File: src/rtl/uart_rx_fifo_pkg.sv
// Shared definitions for the UART receiver: parity encodings, FSM states,
// baud-rate table and the tick-divider computation.
package uart_rx_fifo_pkg;

  localparam int unsigned ParNone = 0;
  localparam int unsigned ParEven = 1;
  localparam int unsigned ParOdd  = 2;

  typedef enum logic [2:0] {
    StIdle,
    StStart,
    StData,
    StParity,
    StStop
  } rx_state_e;

  localparam int unsigned BaudTable [8] = '{300, 1200, 4800, 9600, 19200, 38400, 57600, 115200};

  // Clocks per 16x oversampling tick, rounded to nearest.
  function automatic int unsigned calc_div(input int unsigned clk_hz, input int unsigned baud);
    return (clk_hz + 8 * baud) / (16 * baud);
  endfunction

endpackage

File: src/rtl/uart_rx_fifo_rx_baud_gen.sv
// 16x oversampling tick generator; divider reloads from the baud select
// and the phase restarts while the receiver is idle.
module rx_baud_gen
  import uart_rx_fifo_pkg::*;
#(
  parameter int unsigned CLK_HZ = 50_000_000
) (
  input  logic       clk,
  input  logic       reset,
  input  logic [2:0] i_baud_sel,
  input  logic       i_idle,
  output logic       o_tick
);

  localparam int unsigned MaxDiv = calc_div(CLK_HZ, BaudTable[0]);
  localparam int unsigned DivW   = $clog2(MaxDiv + 1);

  logic [DivW-1:0] w_div_tab [8];
  logic [DivW-1:0] r_div;
  logic [DivW-1:0] r_cnt;
  logic            w_wrap;

  for (genvar g = 0; g < 8; g++) begin : g_tab
    localparam int unsigned Div = calc_div(CLK_HZ, BaudTable[g]);
    assign w_div_tab[g] = DivW'(Div);
  end

  assign w_wrap = (r_cnt == r_div - DivW'(1));
  assign o_tick = !i_idle && w_wrap;

  always_ff @(posedge clk or posedge reset) begin
    if (reset) begin
      r_div <= DivW'(MaxDiv);
      r_cnt <= '0;
    end else if (i_idle) begin
      r_div <= w_div_tab[i_baud_sel];
      r_cnt <= '0;
    end else if (w_wrap) begin
      r_cnt <= '0;
    end else begin
      r_cnt <= r_cnt + DivW'(1);
    end
  end

endmodule

File: src/rtl/uart_rx_fifo.sv
// UART receiver with configurable frame format; each frame and its error
// flags go into a first-word-fall-through FIFO with sticky overrun.
module uart_rx_fifo
  import uart_rx_fifo_pkg::*;
#(
  parameter int unsigned CLK_HZ      = 50_000_000,
  parameter int unsigned DATA_BITS   = 8,
  parameter int unsigned PARITY_MODE = 1,
  parameter int unsigned STOP_BITS   = 1,
  parameter int unsigned FIFO_DEPTH  = 4
) (
  input  logic                          clk,
  input  logic                          reset,
  input  logic [2:0]                    baud_select,
  input  logic                          Rx_EN,
  input  logic                          RxD,
  input  logic                          rd_en,
  input  logic                          clr_overrun,
  output logic [DATA_BITS-1:0]          rx_data,
  output logic                          rx_perror,
  output logic                          rx_ferror,
  output logic                          rx_valid,
  output logic [$clog2(FIFO_DEPTH):0]   fifo_count,
  output logic                          overrun
);

  localparam int unsigned AddrW    = $clog2(FIFO_DEPTH);
  localparam int unsigned EntryW   = DATA_BITS + 2;
  localparam logic [3:0]  LastData = 4'(DATA_BITS - 1);
  localparam logic [3:0]  LastStop = 4'(STOP_BITS - 1);

  logic                 r_rxd_meta, r_rxd_sync;
  logic                 w_tick, w_idle;
  rx_state_e            r_state, w_state_nxt;
  logic [3:0]           r_tick_cnt, w_tick_nxt;
  logic [3:0]           r_bit_cnt, w_bit_nxt;
  logic [DATA_BITS-1:0] r_shift, w_shift_nxt;
  logic                 r_perror, w_perror_nxt;
  logic                 r_ferror, w_ferror_nxt;
  logic                 r_wait_high, w_wait_high_nxt;
  logic                 r_push, w_push_nxt;

  always_ff @(posedge clk or posedge reset) begin
    if (reset) begin
      r_rxd_meta <= 1'b1;
      r_rxd_sync <= 1'b1;
    end else begin
      r_rxd_meta <= RxD;
      r_rxd_sync <= r_rxd_meta;
    end
  end

  assign w_idle = (r_state == StIdle);

  rx_baud_gen #(
    .CLK_HZ(CLK_HZ)
  ) u_baud_gen (
    .clk       (clk),
    .reset     (reset),
    .i_baud_sel(baud_select),
    .i_idle    (w_idle),
    .o_tick    (w_tick)
  );

  always_comb begin
    w_state_nxt     = r_state;
    w_tick_nxt      = r_tick_cnt;
    w_bit_nxt       = r_bit_cnt;
    w_shift_nxt     = r_shift;
    w_perror_nxt    = r_perror;
    w_ferror_nxt    = r_ferror;
    w_wait_high_nxt = r_wait_high;
    w_push_nxt      = 1'b0;
    if (!Rx_EN) begin
      w_state_nxt = StIdle;
    end else begin
      unique case (r_state)
        StIdle: begin
          // After a framing error the line must be seen high before a new start.
          if (r_rxd_sync) begin
            w_wait_high_nxt = 1'b0;
          end else if (!r_wait_high) begin
            w_state_nxt = StStart;
            w_tick_nxt  = '0;
          end
        end
        StStart: begin
          if (w_tick) begin
            w_tick_nxt = r_tick_cnt + 4'd1;
            if (r_tick_cnt == 4'd7) begin
              if (r_rxd_sync) begin
                w_state_nxt = StIdle;
              end else begin
                w_state_nxt  = StData;
                w_tick_nxt   = '0;
                w_bit_nxt    = '0;
                w_perror_nxt = 1'b0;
                w_ferror_nxt = 1'b0;
              end
            end
          end
        end
        StData: begin
          if (w_tick) begin
            w_tick_nxt = r_tick_cnt + 4'd1;
            if (r_tick_cnt == 4'd15) begin
              w_shift_nxt = {r_rxd_sync, r_shift[DATA_BITS-1:1]};
              w_bit_nxt   = r_bit_cnt + 4'd1;
              if (r_bit_cnt == LastData) begin
                w_bit_nxt   = '0;
                w_state_nxt = (PARITY_MODE == ParNone) ? StStop : StParity;
              end
            end
          end
        end
        StParity: begin
          if (w_tick) begin
            w_tick_nxt = r_tick_cnt + 4'd1;
            if (r_tick_cnt == 4'd15) begin
              w_perror_nxt = r_rxd_sync != ((PARITY_MODE == ParOdd) ? ~^r_shift : ^r_shift);
              w_state_nxt  = StStop;
            end
          end
        end
        StStop: begin
          if (w_tick) begin
            w_tick_nxt = r_tick_cnt + 4'd1;
            if (r_tick_cnt == 4'd15) begin
              w_ferror_nxt = r_ferror | !r_rxd_sync;
              w_bit_nxt    = r_bit_cnt + 4'd1;
              if (r_bit_cnt == LastStop) begin
                w_push_nxt      = 1'b1;
                w_state_nxt     = StIdle;
                w_wait_high_nxt = r_ferror | !r_rxd_sync;
              end
            end
          end
        end
        default: w_state_nxt = StIdle;
      endcase
    end
  end

  always_ff @(posedge clk or posedge reset) begin
    if (reset) begin
      r_state     <= StIdle;
      r_tick_cnt  <= '0;
      r_bit_cnt   <= '0;
      r_shift     <= '0;
      r_perror    <= 1'b0;
      r_ferror    <= 1'b0;
      r_wait_high <= 1'b0;
      r_push      <= 1'b0;
    end else begin
      r_state     <= w_state_nxt;
      r_tick_cnt  <= w_tick_nxt;
      r_bit_cnt   <= w_bit_nxt;
      r_shift     <= w_shift_nxt;
      r_perror    <= w_perror_nxt;
      r_ferror    <= w_ferror_nxt;
      r_wait_high <= w_wait_high_nxt;
      r_push      <= w_push_nxt;
    end
  end

  logic [EntryW-1:0] r_mem [FIFO_DEPTH];
  logic [AddrW:0]    r_wptr, r_rptr;
  logic [AddrW:0]    w_count;
  logic              w_empty, w_full, w_pop, w_wr, w_drop;
  logic [EntryW-1:0] w_head;
  logic              r_overrun;

  assign w_count = r_wptr - r_rptr;
  assign w_empty = (w_count == '0);
  assign w_full  = (w_count == (AddrW + 1)'(FIFO_DEPTH));
  assign w_pop   = rd_en && !w_empty;
  // Pop is applied first, so a full FIFO being read still accepts the push.
  assign w_wr    = r_push && (!w_full || w_pop);
  assign w_drop  = r_push && w_full && !w_pop;

  always_ff @(posedge clk) begin
    if (w_wr) begin
      r_mem[r_wptr[AddrW-1:0]] <= {r_ferror, r_perror, r_shift};
    end
  end

  always_ff @(posedge clk or posedge reset) begin
    if (reset) begin
      r_wptr    <= '0;
      r_rptr    <= '0;
      r_overrun <= 1'b0;
    end else begin
      if (w_wr) begin
        r_wptr <= r_wptr + (AddrW + 1)'(1);
      end
      if (w_pop) begin
        r_rptr <= r_rptr + (AddrW + 1)'(1);
      end
      if (w_drop) begin
        r_overrun <= 1'b1;
      end else if (clr_overrun) begin
        r_overrun <= 1'b0;
      end
    end
  end

  assign w_head     = r_mem[r_rptr[AddrW-1:0]];
  assign rx_data    = w_empty ? '0 : w_head[DATA_BITS-1:0];
  assign rx_perror  = !w_empty && w_head[DATA_BITS];
  assign rx_ferror  = !w_empty && w_head[DATA_BITS+1];
  assign rx_valid   = !w_empty;
  assign fifo_count = w_count;
  assign overrun    = r_overrun;

endmodule

File: config.mk
export PLATFORM = sky130hd
export DESIGN_NAME = uart_rx_fifo
export DESIGN_NICKNAME = d
export VERILOG_FILES = /design/src/rtl/uart_rx_fifo_pkg.sv /design/src/rtl/uart_rx_fifo_rx_baud_gen.sv /design/src/rtl/uart_rx_fifo.sv
export SDC_FILE = /design/constraint.sdc
export NUM_CORES = 1
export LEC_CHECK = 0
export ABC_AREA = 1
export CAP_MARGIN = 20
export CORE_ASPECT_RATIO = 0.6
export CORE_MARGIN = 3
export CORE_UTILIZATION = 60
export DETAILED_ROUTE_END_ITERATION = 16
export PLACE_DENSITY_LB_ADDON = 0.2
export RECOVER_POWER = 25
export SLEW_MARGIN = 20
export SYNTH_ARGS = -nofsm -noshare
export SYNTH_HDL_FRONTEND = slang
export SYNTH_SLANG_ARGS = --single-unit
File: constraint.sdc
create_clock -name clk -period 3.8 [get_ports clk]
set_input_delay 0.57 -clock clk [delete_from_list [all_inputs] [get_ports clk]]
set_output_delay 0.57 -clock clk [all_outputs]
set_load 0.01 [all_outputs]
Word-level counts from Yosys, hierarchy flattened
Memory sizes are Yosys's and may differ from the RTL's. A register that Yosys moved wholly into a read port is not among the register bits.
Index checks and enable logic that the tools add are counted.
Storage, ports and cells
  bits in registers: 46
  memory bits (writable): 40
  memory bits (read-only): 112
  output and inout bits: 15
  logic and storage cells: 149
  memories: 2
Operators by class
  add/sub/neg operators: 7
  equal/unequal tests: 36
  muxes and demuxes: 57
  bitwise gates (word level): 2
  reduce and logical (&&, ||, !) cells: 31
Memories
  (no name shown): words 8, bits a word 14, read ports 1, clocked after Yosys merged registers in 1, write ports 0, line uart_rx_fifo_rx_baud_gen.sv:36  | r_div <= w_div_tab[i_baud_sel];
  r_mem: words 4, bits a word 10, read ports 1, clocked after Yosys merged registers in 0, write ports 1, line uart_rx_fifo.sv:166  | logic [EntryW-1:0] r_mem [FIFO_DEPTH];
Operator list (number)
  $mux W4: 14
  $mux W3: 13
  $mux W14: 2
  $ne A3 B3 Y1 const B: 8
  $pmux W4 S3: 2
  $mux W1: 20
  $ne A2 B2 Y1 const B: 9
  $pmux W3 S5: 1
  $add A14 B1 Y14 const B: 1
  $eq A14 B14 Y1: 1
  $reduce_and A7 Y1: 2
  $sub A14 B1 Y14 const B: 1
  $ne A3 B2 Y1 const B: 4
  $reduce_and A12 Y1: 1
  $reduce_and A6 Y1: 2
  $ne A2 B1 Y1 const B: 5
  $reduce_and A9 Y1: 1
  $add A4 B1 Y4 const B: 2
  $eq A4 B3 Y1 const B: 2
  $mux W8: 1
  $reduce_bool A2 Y1: 4
  $reduce_xor A8 Y1: 1
  $logic_and A1 B1 Y1: 7
  $add A3 B1 Y3 const B: 2
  17 further kinds: 27

Depth between registers and ports, before layout
Gate-level depths: netlist (run 1).
  depth in word-level cells: 8
  depth in mapped cells: 18

By module
Synthesis (run 1) repeated with hierarchy kept, for this count alone.
Unflattened totals
  cell total of the unflattened synthesis: 677
  area total of the unflattened synthesis: 5547.8 um^2
By module, submodules not included
  uart_rx_fifo: instances 1, cells an instance 408, area each 3622.2 um^2
  rx_baud_gen: instances 1, cells an instance 269, area each 1925.6 um^2

Worst setup path after synthesis (run 1)
Ideal clock, no wire load.
  kind: reg-to-reg
  from: reg r_wptr[0]
  to: mem r_mem[0][0] (netlist name) (enable)
  arrival: 2.495 ns
  path slack: 0.928 ns
  stages on the path, launching flop included: 11
  period minus slack after synthesis: 2.872 ns
  path through: dfrtp_1 inv_1 ha_1 fa_1 xnor2_1 xnor2_1 nand3b_1 nand2_1 nand4_1 nand2_1 nor2_1
Between the ends
  longest elaborated chain between the ends: 8
Ends and longest elaborated chain
  from (decl): line uart_rx_fifo.sv:167  | logic [AddrW:0] r_wptr, r_rptr;
  from (signal assigned): line uart_rx_fifo.sv:194  | r_wptr <= r_wptr + (AddrW + 1)'(1);
  $sub A3 B3 Y3 *: line uart_rx_fifo.sv:173  | assign w_count = r_wptr - r_rptr;
  net fifo_count[2]: line uart_rx_fifo.sv:23  | output logic [$clog2(FIFO_DEPTH):0] fifo_count,
  $logic_not A3 Y1: line uart_rx_fifo.sv:174  | assign w_empty = (w_count == '0);
  $logic_not A1 Y1: line uart_rx_fifo.sv:176  | assign w_pop = rd_en && !w_empty;
  $logic_and A1 B1 Y1: line uart_rx_fifo.sv:176
  $logic_or A1 B1 Y1 *: line uart_rx_fifo.sv:178  | assign w_wr = r_push && (!w_full || w_pop);
  $logic_and A1 B1 Y1 *: line uart_rx_fifo.sv:178
  $mux W1 *: line uart_rx_fifo.sv:182  | if (w_wr) begin
  $mux W1 (implied by the code) *: line uart_rx_fifo.sv:183  | r_mem[r_wptr[AddrW-1:0]] <= {r_ferror, r_perror, r_shift};
  to (decl): line uart_rx_fifo.sv:166
The timed path passes the listed nets; every way through them passes the cells marked *.

Worst setup path after layout (run 1)
  from: reg r_rptr[1]
  to: out rx_data[3]
Between the ends
  longest elaborated chain between the ends: 3
Ends and longest elaborated chain
  from (decl): line uart_rx_fifo.sv:167
  from (signal assigned): line uart_rx_fifo.sv:197  | r_rptr <= r_rptr + (AddrW + 1)'(1);
  $sub A3 B3 Y3: line uart_rx_fifo.sv:173
  $logic_not A3 Y1: line uart_rx_fifo.sv:174
  $mux W8 *: line uart_rx_fifo.sv:208  | assign rx_data = w_empty ? '0 : w_head[DATA_BITS-1:0];
  to (decl): line uart_rx_fifo.sv:19  | output logic [DATA_BITS-1:0] rx_data,
Every way passes the cells marked *; elsewhere a longest branch is shown, timed or not.

==> results.md, run 1 <==
- The critical path start-end classification is flop to output pin.
- The routed via count divided by cell count is approximately 5.6.
- For this design, the slowest cell found on the critical path is sky130_fd_sc_hd__dfrtp_1.
- The count of nets after finishing is roughly 660.
- On the worst path, the slowest cell contributes a delay of approximately 630 ps.
- The number of setup buffers added after CTS is 0.
- Yosys printed 0 warnings.
- For the final database, setup skew stands at 6.52 ps.
- The number of nets in the synthesized netlist is 629.
- The required time of the critical path is approximately 3200 ps.
- The fraction of registers with async set/reset is 59.2%.
- From synthesis to final layout, the design area changed by 12.2%.
- The number of enable-type register cells in the synthesized netlist is 40.
- The library cell used most frequently in the layout, excluding fill and tap cells, is sky130_fd_sc_hd__nand2_1.
- The placer's final routability congestion estimate is around 1.
- The number of routed nets with antenna violations is 0.
- The top flip-flop cell by instance count after synthesis is sky130_fd_sc_hd__dfrtp_1.
- Data on the critical path arrives at its endpoint at 2880 ps.
- The setup TNS is 0 ps.
- The share of power burned in combinational logic is between 40% and 50%.
- The total count of hold-check failures in the final report is 0.
- The final number of max-transition violations came to 0.
- CTS saw 98 sinks.
- Counting buffers and inverters, the worst setup path is 8 cells deep.
- After synthesis, the largest area contributor takes up a little under a quarter of total cell area.
- The number of distinct library cells after synthesis is 46.
- Yosys attributes the largest share of cell area to sky130_fd_sc_hd__dfrtp_1, sky130_fd_sc_hd__edfxtp_1, sky130_fd_sc_hd__nand2_1.
- The clock-pin transition on the worst setup and hold timing paths is approximately 70 ps.
- The floorplan step defined a core boundary enclosing between 0.008 and 0.009 sq mm.
- Static timing analysis puts the maximum clock frequency at between 0.2 and 0.3 GHz.
- The via count is ~4200.
- The top cell types in the final layout, fill and taps aside, are sky130_fd_sc_hd__nand2_1, sky130_fd_sc_hd__nor2_1, sky130_fd_sc_hd__inv_1.
- After clock tree synthesis, the flow added hold-fix buffers numbering 0.
- The maximum level of the CTS H-tree is 3.
- The die boundary height is ~79 um.
- For the pin with the worst max-slew slack, the measured transition is roughly 700 ps.
- By instance count, the cell type seen most on the critical path is sky130_fd_sc_hd__xnor2_1.
- The worst setup path is launched from a flop.
- The clock group share of total power is about 23%.
- Setup violations remaining at the end of the flow were counted as 0.
- The buffering stage count on the worst path with inverters included is 3.
- The detailed-router iteration count before antenna repair is 5.
- The die covers 0.0100 sq mm.
- After legalization and detailed placement, the total HPWL measured 8830 um.
- Counting the buffers created by CTS gives 9.
- The number of instances in the synthesized netlist is 601.
- The via count of the first global-routing pass came to 4118.
- In this run the deepest clock path goes through 2 buffers.
- The number of non-filler instances in the completed layout is approximately 740.
- The share of total power dissipated in sequential elements is a little over a third.
- The width of the die is 127 um.
- In this run, synthesis produced a sequential element count of 98.
- The synthesized area is roughly 0.0053 sq mm.
- The post-synthesis cell type with the largest combined area is sky130_fd_sc_hd__dfrtp_1.
- For this run the aggregate overflow at the end of global routing stands at 0.
- The number of antenna diodes in the final layout is 0.
- The port buffer count is 23.
- The path class of the tightest hold or removal check is flop to flop.
- The routed wire length per instance is roughly 16 um.
- The power density relative to cell area is approximately 620 mW/mm^2.
- The maximum number of pins on one net before global-route repair is 42.
- The count of unresolved DRC violations after routing is 0.
- The internal cell power is 2.30 mW.
- The highest fanout seen on the critical path is 23.
- Pin placement for this block handled 24 I/O pins.
- For this block, the initial DRC count from the detailed router was 405.
- The first global-routing pass estimated roughly 20000 um of wire.
- The max-cap check violation count is 0.
- The number of instances resized during post-cts repair is 0.
- The flow ran to the end, and the final reports show no timing, DRC or antenna violations.
- The number of placed cells counting well taps is 727.
- In this run the clock root is driven by a sky130_fd_sc_hd__clkbuf_16.
- Of the total power, the share spent switching nets is around two fifths.
- Setup repair after global routing left no endpoint under its margin.
- Across every metal layer, demand over resource in global routing totals between 20% and 30%.
- The final hold slack is approximately 350 ps.
- The initial antenna violation count is 0.
- The capturing element type of the critical path is an output pin.
- Measured against its own limit, the worst slew margin works out to 53.4%.
- The net switching power is 1.41 mW.
- The number of cells on the worst hold path is 0.
- In the final layout, the share of cells above drive strength 1 is a little over a tenth.
- Row generation in the floorplan step produced 25 rows.
- For this run, the register share of the synthesized area comes to 50.3%.
- On the critical path the largest part of the delay comes from buffers and inverters.
- TritonCTS built the clock tree.
- The mean post-synth cell area is between 8 and 9 sq um.
- The worst IR drop on VDD is between 0.3 and 0.4 mV.
- For the worst flop-to-flop path, the logic depth is 9.
- The clock reaches the later pin of the worst-skew pair after between 300 and 400 ps.
- Summed over all cells, the static leakage comes to between 2 and 3 nW.
- The routed design has approximately 12000 um of wire.
- The initial utilization of the core area, before any placement, comes to around 64%.
- Measured on the finished design, the core utilization comes to about 72%.
- Power comes to 3.71 mW.
- The part of the cycle the worst path needs is about nine tenths.
- Walking the worst path, the cells encountered are fa_1 > xnor2_1 > xnor2_1 > nand3b_1 > buf_12 > nand2_1 > inv_1 > clkdlybuf4s50_1.
- The worst path in the final design needs a cycle of approximately 3500 ps, including I/O delays and setup.
==> cells in the mapped netlist (3+ instances only) <==
master / count
sky130_fd_sc_hd__dfrtp_1: 50
sky130_fd_sc_hd__clkbuf_1: 8
sky130_fd_sc_hd__ha_1: 18
sky130_fd_sc_hd__o221ai_1: 4
sky130_fd_sc_hd__nor3_1: 8
sky130_fd_sc_hd__o21ai_2: 8
sky130_fd_sc_hd__nand3_1: 30
sky130_fd_sc_hd__o21ai_0: 19
sky130_fd_sc_hd__nand2_1: 114
sky130_fd_sc_hd__edfxtp_1: 40
sky130_fd_sc_hd__o22ai_1: 3
sky130_fd_sc_hd__dfstp_2: 8
sky130_fd_sc_hd__xor2_1: 14
sky130_fd_sc_hd__xnor2_1: 14
sky130_fd_sc_hd__nor2_1: 95
sky130_fd_sc_hd__a21oi_1: 13
sky130_fd_sc_hd__nor2_4: 5
sky130_fd_sc_hd__o21ai_1: 11
sky130_fd_sc_hd__nor2_2: 5
sky130_fd_sc_hd__nand2_2: 6
sky130_fd_sc_hd__nand3b_1: 3
sky130_fd_sc_hd__inv_2: 4
sky130_fd_sc_hd__nand4_1: 4
sky130_fd_sc_hd__o32ai_1: 10
sky130_fd_sc_hd__inv_1: 82
==> cell type report <==
class / instances / area, sq um
Tap cell: 108 / 135
Multi-Input combinational cell: 405 / 2250
Sequential cell: 98 / 2660
Clock inverter: 5 / 38.8
Inverter: 88 / 332
Clock buffer: 11 / 233
Fill cell: 599 / 2280
Timing Repair Buffer: 29 / 288
==> cell families after synthesis <==
group,count (synthesis),synth area share (%)
fa+ha+maj,19,4.63
mux,1,0.213
compound gates,78,9.83
flops,98,50.3
xor+xnor,28,4.63
buf+inv,98,7.14
simple gates,279,23.3
==> worst reg2reg max path, stage by stage (launching register included) <==
cell and delay, ps:
sky130_fd_sc_hd__dfrtp_1 630, sky130_fd_sc_hd__fa_1 540, sky130_fd_sc_hd__xnor2_1 150, sky130_fd_sc_hd__xnor2_1 210
sky130_fd_sc_hd__nand3b_1 210, sky130_fd_sc_hd__buf_12 150, sky130_fd_sc_hd__nand2_1 100, sky130_fd_sc_hd__nand4_1 110
sky130_fd_sc_hd__nand2_1 200, sky130_fd_sc_hd__nor2_2 510
==> through the flow <==
stage / instance area [sq um] / setup slack [ps]
after floorplan: 5290 / 928
after global placement: 5650 / 654
after detailed placement: 5650 / 469
after CTS: 5920 / 197
after global routing: 5940 / 154
final: 5940 / 346
==> flip-flops by register name, summed over array words and instances (netlist names) <==
signal / count
r_shift: 8
r_perror: 1
overrun: 1
r_ferror: 1
r_tick_cnt: 4
r_push: 1
r_rptr: 3
r_wptr: 3
u_baud_gen.r_cnt: 14
r_state: 3
r_rxd_meta: 1
r_wait_high: 1
r_bit_cnt: 4
r_rxd_sync: 1
r_mem: 40
u_baud_gen.r_div: 12
==> final timing paths <==
check,start,slack [ps],end
worst min-delay path,r_rxd_meta,350,r_rxd_sync
worst max-delay path,r_rptr[1],350,rx_data[3]
max in group asynchronous,reset,2040,u_baud_gen.r_div[13]
worst max register to register,r_rptr[1],630,r_mem[3][5]
min in group asynchronous,reset,770,r_ferror
worst min register to register,r_rxd_meta,350,r_rxd_sync
==> per-layer routing <==
metal / part of all wire (%) / vias to the layer above / global-route usage [%]
met5: 0 / - / 0
met4: 1.7 / 0 / 8.24
met3: 7.0 / 20 / 6.18
met2: 44 / 133 / 37.8
met1: 47 / 2011 / 35.9
li1: - / 2017 / -
==> power groups by stage <==
stage | sequential, mW | combinational [mW] | clock [mW]
finish | 1.35 | 1.51 | 0.840
global route | 1.37 | 1.67 | 0.902
CTS | 1.35 | 1.47 | 0.850
detailed placement | 1.37 | 1.47 | 0
global placement | 1.36 | 1.41 | 0
floorplan | 1.32 | 0.998 | 0
Power figures use the tool's default switching activity.
==> inputs of run 2 (changes only) <==
--- a/config.mk
+++ b/config.mk
@@ -6,11 +6,14 @@
 export NUM_CORES = 1
 export LEC_CHECK = 0
 export ABC_AREA = 1
+export ABC_CLOCK_PERIOD_IN_PS = 3800
 export CAP_MARGIN = 20
 export CORE_ASPECT_RATIO = 0.6
 export CORE_MARGIN = 3
 export CORE_UTILIZATION = 60
 export DETAILED_ROUTE_END_ITERATION = 16
+export GPL_ROUTABILITY_DRIVEN = 0
+export HOLD_SLACK_MARGIN = 0.02
 export PLACE_DENSITY_LB_ADDON = 0.2
 export RECOVER_POWER = 25
 export SLEW_MARGIN = 20
==> run 2 against run 1 <==
Net effect: power up 0.15%; clock power up 1%; largest power group unchanged; worst hold slack better by 11 ps; maximum frequency down 2.3%; setup slack worse by 82 ps; critical path depth unchanged; sequential power about the same; combinational power about the same; non-clock buffer count up 1.
==> results.md, run 2 (same netlist as run 1, synthesis figures left out) <==
- The critical path launch point type is a flop.
- The headroom to the max-slew limit is a little over a quarter.
- After clock tree synthesis, the repair step resized 0 gates.
- The count of nets after finishing is 660.
- Setup slack on the worst reg-to-reg path comes out at roughly 640 ps.
- The commonest non-fill, non-tap cell in the layout is sky130_fd_sc_hd__nand2_1.
- Cells fill ~72% of the core in the end.
- The origin of the worst setup path is r_rptr[1].
- The total count of hold-check failures in the final report is 0.
- Derived from the worst setup path, the maximum achievable clock frequency is ~0.28 GHz.
- The clock arrives with around 7.1 ps of skew.
- Summed over all nets, the half-perimeter wirelength after detailed placement is between 8000 and 9000 um.
- The total congestion overflow after global routing is 0.
- The final number of max-transition violations is 0.
- The capturing element type of the critical path is an output pin.
- The detailed router finished its first iteration with around 360 violations.
- In this run the core area contains 25 standard-cell rows.
- The setup slack at placement is about 440 ps.
- The part of the cycle the worst path needs is about 93%.
- The die covers 0.0100 sq mm.
- The proportion of layout cells with a drive suffix above 1 is 11.0%.
- The count of nets left with antenna violations once routing finished came out at 0.
- The initial utilization of the core area, before any placement, comes to 64.3%.
- The via count of the first global-routing pass was ~4100.
- At the worst endpoint, the required time is between 3000 and 4000 ps.
- In this run the vertical extent of the chip is around 79 um.
- Global routing used around a quarter of the available tracks.
- The critical path capture point is rx_data[3].
- TritonCTS built the clock tree.
- The via count is roughly 4200.
- From synthesis to final layout, the design area changed by 12.5%.
- In the final timing run, aggregate negative setup slack is 0 ps.
- The tree is rooted in a sky130_fd_sc_hd__clkbuf_16.
- Measured along the x axis, the die boundary spans ~130 um.
- For the worst setup path, the data arrival time is just under 3000 ps.
- Dividing the detail-routed wire length by the instance count gives roughly 16 um.
- The slew at the pin with the worst max-slew slack is 1090 ps.
- The reported leakage power is approximately 2.6 nW.
- Clock latency on the worst-skew pair, taken at its later pin, is ~350 ps.
- The endpoint identified for the worst register-to-register timing path is r_mem[3][8].
- The number of setup buffers added after CTS is 0.
- The maximum level of the CTS H-tree is 3.
- The library cells used most frequently in the layout, excluding fill and tap cells, are sky130_fd_sc_hd__nand2_1, sky130_fd_sc_hd__nor2_1, sky130_fd_sc_hd__inv_1.
- The run finished with clean final reports.
- The register with the most flip-flops in the layout has 40 of them.
- After layout, the worst setup slack is 264 ps.
- The power density relative to cell area is 623 mW/mm^2.
- The routed via count divided by cell count is about 5.6.
- After clock tree synthesis, the clock-pin slew on the worst setup and hold paths is around 70 ps.
- Counting the buffers created by CTS gives 9.
- The clock passes through at most 2 buffers.
- The repair_antennas step left the layout with diodes totalling 0.
- The number of hold buffers added after CTS is 0.
- The area of the placeable core is between 0.008 and 0.009 sq mm.
- The maximum number of pins on one net before global-route repair is 27.
- The first global-routing pass estimated approximately 20000 um of wire.
- Setup repair after global routing left no endpoint under its margin.
- The worst IR drop on VDD is around 0.27 mV.
- The path depth of the worst reg2reg path is 9.
- The first detailed-routing pass ran for 5 iterations.
- The port buffer count is 23.
- The worst path in the final design needs a cycle of 3540 ps, including I/O delays and setup.
- The initial antenna violation count was 0.
- The path class of the tightest hold or removal check is flop to flop.
- The critical path in this run is classified as flop to output pin.
- Counting every sink on the clock net gives 98.
- The startpoint of the worst-slack reg-to-reg timing path is r_rptr[1].
- Setup violations remaining at the end of the flow were counted as 0.
- The total wire length is around 12000 um.
- Max-cap violations in this run came to 0.
- For this run, design rule violations remaining after detail routing come to 0.
- The highest fanout seen on the critical path is 23.
- The I/O pin count is 24.
[run 2: changes by cell type in the layout (fill, tap and decap cells not counted), sizes merged]
cell | before | now
buf | 6 | 7
clkbuf | 11 | 9
clkinv | 4 | 5
clkinvlp | 1 | 3
inv | 88 | 87
[run 2: per-layer routing]
layer | track usage, % | share of wire (%)
met4 | 8.46 | 1.6
met2 | 38.0 | 43
met3 | 6.72 | 8.4
met1 | 36.3 | 47
met5 | 0 | 0
[run 2: power breakdown]
part | internal (mW) | total, mW | switching (mW)
Combinational | 0.634 | 1.51 | 0.879
Sequential | 1.21 | 1.35 | 0.139
Clock | 0.447 | 0.850 | 0.403
Total | 2.29 | 3.71 | 1.42
[run 2: worst min-delay path by stage]
| stage | from | endpoint | slack [ps] | cells after the start |
|---|---|---|---|---|
| 2_1_floorplan | r_rxd_meta | r_rxd_sync | 350 | 0 |
| 3_3_place_gp | r_rxd_meta | r_rxd_sync | 350 | 0 |
| 3_5_place_dp | r_rxd_meta | r_rxd_sync | 350 | 0 |
| 4_1_cts | r_rxd_meta | r_rxd_sync | 360 | 0 |
| 5_1_grt | r_rxd_meta | r_rxd_sync | 370 | 0 |
| 6_report | r_rxd_meta | r_rxd_sync | 360 | 0 |
[run 2: critical path: stages (launching register included)]
cell,delay (ps)
sky130_fd_sc_hd__dfrtp_1,630
sky130_fd_sc_hd__fa_1,520
sky130_fd_sc_hd__xnor2_1,150
sky130_fd_sc_hd__xnor2_1,240
sky130_fd_sc_hd__nand3b_1,220
sky130_fd_sc_hd__buf_12,150
sky130_fd_sc_hd__nand2_1,70
sky130_fd_sc_hd__inv_1,80
sky130_fd_sc_hd__clkdlybuf4s50_1,560
[run 2: final cells by class]
type                       instances  area [sq um]
clock buffer                       9           225
clock inverter                     7          53.8
fill                             595          2270
inverter                          88           332
multi-input combinational        405          2250
sequential                        98          2660
tap                              108           135
timing repair buffer              30           295
[run 2: per-stage QoR]
stage          hold WS, ps  cells  area (sq um)  total power [mW]
2_1_floorplan          345    601          5290              2.32
3_3_place_gp           347    728          5660              2.76
3_5_place_dp           351    728          5660              2.82
4_1_cts                361    744          5940              3.68
5_1_grt                368    745          5960              3.93
6_report               364    745          5960              3.71
==> inputs of run 3 (changes only) <==
--- a/config.mk
+++ b/config.mk
@@ -8,14 +8,15 @@
 export ABC_AREA = 1
 export ABC_CLOCK_PERIOD_IN_PS = 3800
 export CAP_MARGIN = 20
+export CELL_PAD_IN_SITES_DETAIL_PLACEMENT = 0
+export CELL_PAD_IN_SITES_GLOBAL_PLACEMENT = 1
 export CORE_ASPECT_RATIO = 0.6
 export CORE_MARGIN = 3
-export CORE_UTILIZATION = 60
+export CORE_UTILIZATION = 47
 export DETAILED_ROUTE_END_ITERATION = 16
 export GPL_ROUTABILITY_DRIVEN = 0
 export HOLD_SLACK_MARGIN = 0.02
 export PLACE_DENSITY_LB_ADDON = 0.2
-export RECOVER_POWER = 25
 export SLEW_MARGIN = 20
 export SYNTH_ARGS = -nofsm -noshare
 export SYNTH_HDL_FRONTEND = slang
==> run 3 against run 2 <==
Net effect: first-iteration DRC count shrank 32%; critical path depth grew 1; clock power is 7.2% higher; clock skew rose by 4.8 ps; cell area is 0.90% higher; highest routed layer unchanged; non-clock buffer count did not move.
==> results.md, run 3 (same netlist as run 1, synthesis figures left out) <==
- The initial antenna violation count is 0.
- After detailed routing, the average wire length per cell comes to between 10 and 15 um.
- Post-CTS timing repair inserted 0 buffers for setup.
- Entering global routing, the biggest net connects 24 pins.
- Hold repair after CTS inserted 0 buffers.
- The longest clock path from root to sink contains 2 buffers.
- Counting every sink on the clock net gives 98.
- The count of nets after finishing is 660.
- The area growth from synthesis to layout is 13.5%.
- The detailed router finished its first iteration with between 200 and 250 violations.
- The total wire length is about 12000 um.
- Clock-pin slew was measured on the worst setup and hold paths at ~80 ps.
- The worst pin sits at a relative slew slack of 56.9%.
- The post-route netlist has about 11% of its cells at a drive strength greater than 1.
- Max-cap violations in this run came to 0.
- Along the worst path, the maximum fanout reaches 13.
- From bottom edge to top edge, the die measures a little under 90 um.
- The time the worst path needs with I/O delays and setup is about 3600 ps.
- Measured along the x axis, the die boundary spans 143 um.
- In the layout the commonest cells are sky130_fd_sc_hd__nand2_1, sky130_fd_sc_hd__nor2_1, sky130_fd_sc_hd__inv_1.
- Summed over all layers, the global routing overflow is 0.
- Setup repair after global routing left no endpoint under its margin.
- The via count of the first global-routing pass came to around 3600.
- The die footprint is roughly 0.013 sq mm.
- Excluding fillers, the count of instances in the completed layout stands at a little under 800.
- The required time of the critical path is 3230 ps.
- The clock latency reported for the late side of the worst-skew pair is 350 ps.
- Across all register-to-register paths, the minimum setup slack is approximately 400 ps.
- The run finished with clean final reports.
- The number of cells on the worst hold path is 0.
- The detailed-router iteration count before antenna repair is 5.
- During I/O placement, the number of pins put on the boundary was 24.
- The count of unresolved DRC violations after routing is 0.
- Dividing total power by cell area gives a power density of approximately 620 mW/mm^2.
- The worst register-to-register path has a depth of 10.
- Across the routed clock network, the largest skew measured is 12.0 ps.
- The starting density of the core is between 40% and 50%.
- The CTS root buffer is sky130_fd_sc_hd__clkbuf_16.
- The maximum level of the CTS H-tree is 3.
- The final number of max-transition violations was 0.
- The achievable frequency is 0.278 GHz.
- Data on the critical path arrives at its endpoint at a little over 3000 ps.
- After detailed routing, the number of vias per cell comes to roughly 5.2.
- The area of the placeable core is 0.0108 sq mm.
- The setup TNS is 0 ps.
- The slew at the pin with the worst max-slew slack is around 650 ps.
- The capturing element type of the critical path is an output pin.
- The number of placed cells counting well taps is 760.
- The TritonCTS clock tree is done.
- The number of routed nets with antenna violations is 0.
- Global routing consumed, over all layers together, 19.2% of the routing resources.
- In this run the core area contains 29 standard-cell rows.
- The worst IR drop on VDD is approximately 0.25 mV.
- The number of instances resized during post-cts repair is 0.
- The register with the most flip-flops in the layout has 40 of them.
- The commonest non-fill, non-tap cell in the layout is sky130_fd_sc_hd__nand2_1.
- The reported leakage power is approximately 2.6 nW.
- The number of clock buffers inserted by TritonCTS is 9.
- The HPWL after detailed placement is between 8000 and 9000 um.
- The critical path start-end classification is flop to output pin.
- The critical path launch point type is a flop.
- The first global-routing pass estimated 18700 um of wire.
- The type of the tightest min-delay check is flop to flop.
- Counting the fill cells in the layout gives 970.
- The total count of hold-check failures in the final report was 0.
- The total inserted antenna cells is 0.
- Setup violations remaining at the end of the flow were counted as 0.
- In this run the tool buffered the top-level ports with 23 buffer cells.
- For this block, the via count after detailed routing is 4039.
- Dividing the final minimum period by the clock period gives 94.6%.
-- run 3: cell types whose count changed in the layout (fill, tap and decap cells not counted), moves of 2 or more --
cell                              previous run  this run
sky130_fd_sc_hd__clkinvlp_4                  3         0
sky130_fd_sc_hd__clkdlybuf4s50_1            21        23
sky130_fd_sc_hd__clkinv_8                    0         2
sky130_fd_sc_hd__dlygate4sd3_1               2         0
sky130_fd_sc_hd__inv_8                       0         2
-- run 3: worst max-delay path, stage by stage, from the launching register on --
cell,delay [ps]
sky130_fd_sc_hd__dfrtp_1,400
sky130_fd_sc_hd__inv_1,120
sky130_fd_sc_hd__ha_1,230
sky130_fd_sc_hd__fa_1,380
sky130_fd_sc_hd__xnor2_1,150
sky130_fd_sc_hd__xnor2_1,240
sky130_fd_sc_hd__nand3b_1,450
sky130_fd_sc_hd__nand2_1,120
sky130_fd_sc_hd__inv_1,70
sky130_fd_sc_hd__clkdlybuf4s50_1,530
-- run 3: stage by stage --
| stage | setup WS (ps) | util [%] | power, mW | area (sq um) | hold slack (ps) |
|---|---|---|---|---|---|
| after floorplan | 928 | - | 2.32 | 5290 | 345 |
| after global routing | 33.3 | 55.8 | 3.99 | 6010 | 364 |
| after CTS | 183 | 55.8 | 3.76 | 6010 | 361 |
| final | 204 | 55.8 | 3.73 | 6010 | 361 |
| after global placement | 676 | 52.9 | 2.81 | 5700 | 346 |
| after detailed placement | 428 | 52.9 | 2.84 | 5700 | 349 |
-- run 3: final timing paths --
kind,from,to
min in group asynchronous,reset,u_baud_gen.r_cnt[7]
max in group asynchronous,reset,r_rxd_meta
setup / recovery,r_wptr[0],rx_data[1]
setup reg to reg,r_wptr[0],r_mem[3][0]
hold / removal,r_rxd_meta,r_rxd_sync
hold reg to reg,r_rxd_meta,r_rxd_sync
-- run 3: layout make-up --
cell class                      count  area (sq um)  area share (%)
Clock buffer                        9           225            3.75
Clock inverter                      7          81.3            1.35
Inverter                           88           332            5.52
Multi-Input combinational cell    405          2250            37.5
Sequential cell                    98          2660            44.3
Tap cell                          139           174            2.89
Timing Repair Buffer               30           283            4.70
-- run 3: report_power, final --
group | leakage, nW | switching [mW] | internal (mW) | total [mW]
logic | 1.34 | 0.875 | 0.618 | 1.49
clock network | 0.150 | 0.440 | 0.471 | 0.911
registers | 1.09 | 0.115 | 1.21 | 1.33
total | 2.58 | 1.43 | 2.30 | 3.73
-- run 3: layer usage --
layer / share of wire, % / track usage, %
met3: 5.6 / 4.75
met5: 0 / 0
met1: 53 / 30.7
met2: 40 / 26.1
met4: 0.87 / 3.71
